===== config.mk =====
export PLATFORM = sky130hd
export DESIGN_NAME = pipeline_ctrl
export DESIGN_NICKNAME = d
export VERILOG_FILES = /design/src/rtl/pipeline_ctrl.sv
export SDC_FILE = /design/constraint.sdc
export NUM_CORES = 1
export LEC_CHECK = 0
export CAP_MARGIN = 20
export CORE_AREA = 2 2 39 41
export CTS_CLUSTER_DIAMETER = 200
export DETAILED_ROUTE_END_ITERATION = 8
export DIE_AREA = 0 0 41 43
export PLACE_DENSITY = 0.69
export SLEW_MARGIN = 5
export SYNTH_ARGS = -nofsm -noshare
export SYNTH_HDL_FRONTEND = slang
export SYNTH_SLANG_ARGS = --single-unit

===== constraint.sdc =====
create_clock -name CLK -period 2.1 [get_ports CLK]
set_clock_uncertainty 0.2 [all_clocks]
set_input_delay 0.315 -clock CLK [delete_from_list [all_inputs] [get_ports CLK]]
set_output_delay 0.315 -clock CLK [all_outputs]
set_load 0.05 [all_outputs]

===== src/rtl/pipeline_ctrl.sv =====
// pipeline_ctrl -- hazard/stall/flush controller for a 5-stage in-order pipeline.
//
// Decides every cycle which pipeline registers advance (xx_EN), which take a
// bubble (xx_FLUSH, only meaningful together with the matching EN=1) and
// whether the PC loads. Everything except `halt` and the performance counters
// is combinational from the inputs and the two state bits (RUN/HALT, drop_fetch).
//
// Ports
//   CLK, nRST           clock, asynchronous active-low reset
//   ihit                instruction fetch completes this cycle
//   dhit                MEM-stage data access completes this cycle
//   ID_rs, ID_rt        source registers of the instruction in ID
//   EX_dREN, EX_wsel    EX instruction is a load / its destination register
//   MEM_dREN, MEM_dWEN  MEM-stage data read / write request
//   branch_taken        branch resolved taken in MEM
//   jump_ID             J/JAL/JR decoded in ID
//   MEM_halt            halt instruction in MEM
//   pc_en               PC load enable
//   IF/ID/EX/MEM_EN     IF/ID, ID/EX, EX/MEM, MEM/WB register enables
//   IF/ID/EX/MEM_FLUSH  bubble insert into the same four registers
//   halt                sticky processor halt (registered)
//   stall_cnt,flush_cnt performance counters, present only with PIPE_PERF_CNT_EN
//
// Build option
//   PIPE_PERF_CNT_EN    when defined, adds saturating stall/flush counters.
module pipeline_ctrl (
  input  logic        CLK,
  input  logic        nRST,
  input  logic        ihit,
  input  logic        dhit,
  input  logic [4:0]  ID_rs,
  input  logic [4:0]  ID_rt,
  input  logic        EX_dREN,
  input  logic [4:0]  EX_wsel,
  input  logic        MEM_dREN,
  input  logic        MEM_dWEN,
  input  logic        branch_taken,
  input  logic        jump_ID,
  input  logic        MEM_halt,
  output logic        pc_en,
  output logic        IF_EN,
  output logic        ID_EN,
  output logic        EX_EN,
  output logic        MEM_EN,
  output logic        IF_FLUSH,
  output logic        ID_FLUSH,
  output logic        EX_FLUSH,
  output logic        MEM_FLUSH,
  output logic        halt
`ifdef PIPE_PERF_CNT_EN
  ,
  output logic [31:0] stall_cnt,
  output logic [31:0] flush_cnt
`endif
);

  typedef enum logic {RUN = 1'b0, HALT = 1'b1} state_t;

  // Stage control bundle; en/flush bit 3 = IF/ID ... bit 0 = MEM/WB.
  typedef struct packed {
    logic       pc_en;
    logic [3:0] en;
    logic [3:0] flush;
  } ctl_t;

  state_t state, state_nxt;
  logic   drop_fetch, drop_nxt;
  logic   dstall, load_use, redirect;
  ctl_t   ctl;

  assign dstall   = (MEM_dREN | MEM_dWEN) & ~dhit;
  assign load_use = EX_dREN && (EX_wsel != 5'd0) &&
                    ((EX_wsel == ID_rs) || (EX_wsel == ID_rt));

  // State: drop_fetch remembers that a wrong-path fetch is still in flight
  // after a redirect, so its eventual ihit must be squashed rather than used.
  always_ff @(posedge CLK or negedge nRST) begin
    if (!nRST) begin
      state      <= RUN;
      drop_fetch <= 1'b0;
    end else begin
      state      <= state_nxt;
      drop_fetch <= drop_nxt;
    end
  end

  always_comb begin
    ctl       = '0;
    state_nxt = state;
    drop_nxt  = drop_fetch;
    redirect  = 1'b0;
    case (state)
      RUN: begin
        // A pending data miss freezes the whole pipe; nothing else matters.
        if (!dstall) begin
          ctl.en    = 4'b1111;
          ctl.pc_en = 1'b1;
          if (branch_taken) begin
            // Squash the three younger stages and load the branch target.
            ctl.flush = 4'b1110;
            drop_nxt  = ~ihit;
            redirect  = 1'b1;
          end else if (load_use) begin
            // Hold PC and IF/ID, feed a bubble into EX.
            ctl.pc_en    = 1'b0;
            ctl.en[3]    = 1'b0;
            ctl.flush[2] = 1'b1;
          end else if (drop_fetch && ihit) begin
            // Stale fetch finally returned: discard it, PC already redirected.
            ctl.flush[3] = 1'b1;
            ctl.pc_en    = 1'b0;
            drop_nxt     = 1'b0;
          end else if (jump_ID) begin
            ctl.flush[3] = 1'b1;
            drop_nxt     = ~ihit;
            redirect     = 1'b1;
          end else if (!ihit) begin
            ctl.flush[3] = 1'b1;
            ctl.pc_en    = 1'b0;
          end
          // MEM/WB is enabled this cycle, so the halt itself retires.
          if (MEM_halt) state_nxt = HALT;
        end
      end
      HALT: begin
        ctl.flush[0] = 1'b1;
      end
      default: state_nxt = RUN;
    endcase
  end

  assign pc_en     = ctl.pc_en;
  assign IF_EN     = ctl.en[3];
  assign ID_EN     = ctl.en[2];
  assign EX_EN     = ctl.en[1];
  assign MEM_EN    = ctl.en[0];
  assign IF_FLUSH  = ctl.flush[3];
  assign ID_FLUSH  = ctl.flush[2];
  assign EX_FLUSH  = ctl.flush[1];
  assign MEM_FLUSH = ctl.flush[0];
  assign halt      = (state == HALT);

`ifdef PIPE_PERF_CNT_EN
  logic stall_inc;
  assign stall_inc = (state == RUN) && !ctl.pc_en;

  // Both counters saturate instead of wrapping.
  always_ff @(posedge CLK or negedge nRST) begin
    if (!nRST) begin
      stall_cnt <= '0;
      flush_cnt <= '0;
    end else begin
      if (stall_inc && (stall_cnt != 32'hFFFF_FFFF)) stall_cnt <= stall_cnt + 32'd1;
      if (redirect  && (flush_cnt != 32'hFFFF_FFFF)) flush_cnt <= flush_cnt + 32'd1;
    end
  end
`endif

endmodule

# [Word level (Yosys, flattened, before mapping)]
# Cells that the tools add are included.
[classes] bitwise=6 reduce_logical=7 eq_ne=3 muxes=23
[op_table] cell="1-bit two-way mux" n=17
[op_table] cell="5-bit == test" n=2
[op_table] cell="9-bit two-way mux" n=1
[op_table] cell="8-bit two-way mux" n=1
[op_table] cell="2-bit two-way mux" n=3
[op_table] cell="5-bit nonzero test" n=1
[op_table] cell="1-bit inverter" n=4
[op_table] cell="4-bit AND reduction" n=1
[op_table] cell="1-bit logical AND" n=3
[op_table] cell="3-bit nonzero test" n=1
[op_table] cell="2-bit != test, second input constant" n=1
[op_table] cell="1-bit case mux with 2 select lines" n=1
[op_table] cell="1-bit AND" n=1
[op_table] cell="1-bit logical OR" n=1
[op_table] cell="1-bit bitwise OR" n=1
[totals] in_bits=25 register_bits=2 output_inout_bits=10 elab_cells=41

# [Longest topological paths before layout]
[logic_depth] word_depth=7 ltp_mapped=6 mapped_depth_nobuf=6

# [Worst setup path after synthesis]
# Ideal clock, no wire load.
[synth_timing] path_type="input-to-output" start="input port EX_wsel[3]" end="output port IF_FLUSH" arrival_ns=2.435 required_time_ns=1.585 path_buffers=0 path_stages=4 slack_ns=-0.850 path_cell_list="or4_1 > o21a_1 > and2_2 > o31ai_1"
[synth_via] elab_chain_cells=7 word_cells_on_any_way=10 cone_classes="eq/ne (2); mux (4); reduce/logical (4)"
[synth_lines] element="from (decl)" line_no="34" text="input logic [4:0] EX_wsel,"
[synth_lines] element="5-bit == test / 5-bit nonzero test (equally long branches)" line_no="73, 72"
[synth_lines] element="1-bit logical OR / 1-bit logical AND (equally long branches)" line_no="73, 72"
[synth_lines] element="1-bit logical AND (*)" line_no="72" text="assign load_use = EX_dREN && (EX_wsel != 5'd0) &&"
[synth_lines] element="1-bit two-way mux (*)" line_no="103" text="end else if (load_use) begin"
[synth_lines] element="2-bit two-way mux (*)" line_no="98" text="if (branch_taken) begin"
[synth_lines] element="9-bit two-way mux (*)" line_no="95" text="if (!dstall) begin"
[synth_lines] element="8-bit two-way mux (*)" line_no="92" text="case (state)"
[synth_lines] element="to (decl)" line_no="45" text="output logic IF_FLUSH,"
# Mark *: on every way between the ends. The rest lies on a longest branch, timed or not.

# [Worst setup path after layout]
[layout_timing] start="input port EX_wsel[4]" end="output port IF_EN"
[layout_via] elab_chain_cells=7 word_cells_on_any_way=10 cone_classes="eq/ne (2); mux (4); reduce/logical (4)"
[layout_lines] element="5-bit == test / 5-bit nonzero test (equally long branches)" line_no="73, 72"
[layout_lines] element="1-bit logical OR / 1-bit logical AND (equally long branches)" line_no="73, 72"
[layout_lines] element="1-bit logical AND (*)" line_no="72"
[layout_lines] element="1-bit two-way mux (*)" line_no="103"
[layout_lines] element="2-bit two-way mux (*)" line_no="98"
[layout_lines] element="9-bit two-way mux (*)" line_no="95"
[layout_lines] element="8-bit two-way mux (*)" line_no="92"
[layout_lines] element="to (decl)" line_no="41" text="output logic IF_EN,"
# Marks and branches as above.

==> impl_metrics.ini <==
[outcome]
outcome = complete, but fails checks
violations = setup timing

[sta]
rsz0062_at_grt = yes
fin_crit_ns = 2.222
hold_viol_final = 0
drv_slew = 0
fmax_mhz = 450.0
setup_ws_ns = -0.1220
setup_violations = 4
setup_tns_ns = -0.3210
relSlewSlack = 0.6636
fin_crit_sh = 1.058
tightest_slew_ns = 0.5031

[global_routing]
grtUsageTotal = 0.1904
grt_antenna_before_repair = 0
first_global_vias = 554
grt_pass1_wl_microns = 2297
grt_max_degree = 7
gr-total-overflow = 0

[job]
maxCapViolCount = 0

[route]
routedWlPerCell_microns = 12.76
first_iter_violations = 1
ant_nets = 0
wl_microns = 1365
drt_first_pass_iters = 4
post-route-drc-count = 0
vias_per_cell = 4.589
dr_total_vias = 491

[synth]
synthTopCellsByArea = xnor2_1, dfrtp_1, buf_4, nand2_1, o21a_1
synth-simple-area-share = 0.2649
synthXorXnorAreaFrac = 0.2612
synth.ff_latch_count = 2
syn_area_per_cell_sq_um = 7.621
yosysWarnings = 0
seq_area_frac_synth = 0.1493
synth_top_area_frac = 0.2612
muxShareOfSynthArea = 0
synth_compound_area_frac = 0.2239
syn_area_sq_um = 335.3
synth_top_cell_by_area = xnor2_1
synth-adder-area-share = 0
ys_types = 21
synthesis.nets = 69
synth_cells = 44
synth_top_family_by_area = simple AND/OR/NAND/NOR gates

[clocking]
cts_max_level = 1
clock_sinks = 2
cts.path.max_buffers = 2
cts_tree = done
cts_buffers = 3
cts-root-buf = clkbuf_4
cts.clk_slew.worst_paths_ns = 0.04
cts_hold_buf = 0
insertion_delay_ns = 0.23

[placed_design]
place_congestion = 0.7233
portBuffers = 34
dp_cells = 99

[critical_path]
r2r_slack_ns = 0.48
path_cells = buf_6, or4_4, o21a_1, and2_4, buf_6, a21oi_4, buf_12
cp_max_fo = 4
crit_path_start_kind = input port
cpMaxStageDelayCell = or4_4
r2r_end = drop_fetch
worstPathArrival_ns = 1.71
max_stage_delay_ns = 0.51
cp-end-kind = primary output
cp_common_cell = buf_6
worstPathRequired_ns = 1.58
reg2reg_depth = 5
rr_startpoint = halt
crit_type = input port to primary output

[finish]
layout-drive-gt1-share = 0.4396
syn_to_final_growth_pct = 188.8
final_nets = 117
final_util = 0.6998
insertedDiodeCount = 0
most-common-layout-cells = xnor2_1, dlygate4sd2_1, buf_4
final_cells = 107

[floorplan]
design.portCount = 35
coreArea_sq_mm = 0.001384
dieArea_sq_mm = 0.001763
std_cell_rows = 14
dieHeight_microns = 43
initial_utilization = 0.2423
die_x_microns = 41

[power]
ir_drop_v = 0.0002402
total_power_uw = 242.7
p_leak_nw = 0.4577
powerDensity_mw_per_mm2 = 250.6

[worst_hold_path]
hold_path.class = input port to asynchronous set/reset pin
through the flow:
stage | instance area, sq um | hold slack (ns) | worst slack [ns]
2_1_floorplan | 390.4 | -0.1806 | -0.1041
5_1_grt | 968.4 | 0.06757 | -0.1721
6_report | 968.4 | 0.05754 | -0.1220
3_3_place_gp | 855.8 | 0.2833 | -0.4376
4_1_cts | 927.1 | 0.04981 | -0.1769
3_5_place_dp | 855.8 | 0.2864 | -0.4670
layout make-up:
type | count | area, sq um
Multi-Input combinational cell | 36 | 335.3
Tap cell | 16 | 20.02
Timing Repair Buffer | 46 | 520.5
Sequential cell | 2 | 51.30
Clock buffer | 4 | 26.28
Inverter | 3 | 15.01
Fill cell | 111 | 415.4
sequential cells by signal, indices dropped and copies added, names as in the netlist:
name	cells
drop_fetch	1
halt	1
critical path, delay by kind of cell:
| kind | cells | cell delay (ns) |
|---|---|---|
| compound gates | 2 | 0.35 |
| buf+inv | 3 | 0.36 |
| simple gates | 2 | 0.68 |
Yosys cell counts (all sizes together):
master / instances
o21a: 2
o311ai: 1
inv: 3
buf: 3
xnor2: 10
nand3: 2
nand2b: 2
nor3b: 1
o31ai: 2
nand2: 5
or3: 1
o22ai: 1
or4: 1
o21ai: 1
and2: 1
and4: 1
dfrtp: 2
a21oi: 2
a21o: 1
nand3b: 1
o21bai: 1
per-layer routing:
| layer | vias to the layer above | share of wire | GRT usage |
|---|---|---|---|
| met4 | 0 | 0 | 0.08000 |
| met3 | 0 | 0.053 | 0.03665 |
| li1 | 245 | - | - |
| met1 | 231 | 0.34 | 0.1949 |
| met5 | - | 0 | 0 |
| met2 | 15 | 0.61 | 0.3438 |
power by group:
group / total [mW] / internal, mW / switching (mW)
Clock: 0.102 / 0.0713 / 0.0307
Combinational: 0.102 / 0.0648 / 0.0373
Sequential: 0.0387 / 0.0387 / 0.00000000328
Total: 0.243 / 0.175 / 0.0679
how the worst max path moves through the flow:
stage | from | end | depth (start not counted)
2_1_floorplan | EX_wsel[3] | IF_FLUSH | 4
3_3_place_gp | EX_wsel[3] | pc_en | 6
3_5_place_dp | EX_wsel[3] | IF_FLUSH | 6
4_1_cts | EX_wsel[1] | IF_FLUSH | 6
5_1_grt | EX_wsel[4] | IF_EN | 7
6_report | EX_wsel[4] | IF_EN | 7
cell families (layout without fill, tap and decap cells):
kind of cell | count (synthesis) | in the layout
AOI/OAI and AO/OA | 11 | 11
xor gates and xnor gates | 10 | 10
buffers and inverters | 6 | 53
DFF | 2 | 2
and+or+nand+nor | 15 | 15
what timing repair did:
item                       4_1_cts  5_1_grt
buffers inserted                 4        0
pin swaps                        7        7
setup endpoints to repair        6        8
gates resized for setup         29       11
gates cloned                     0        0
(Power assumes the default switching activity.)
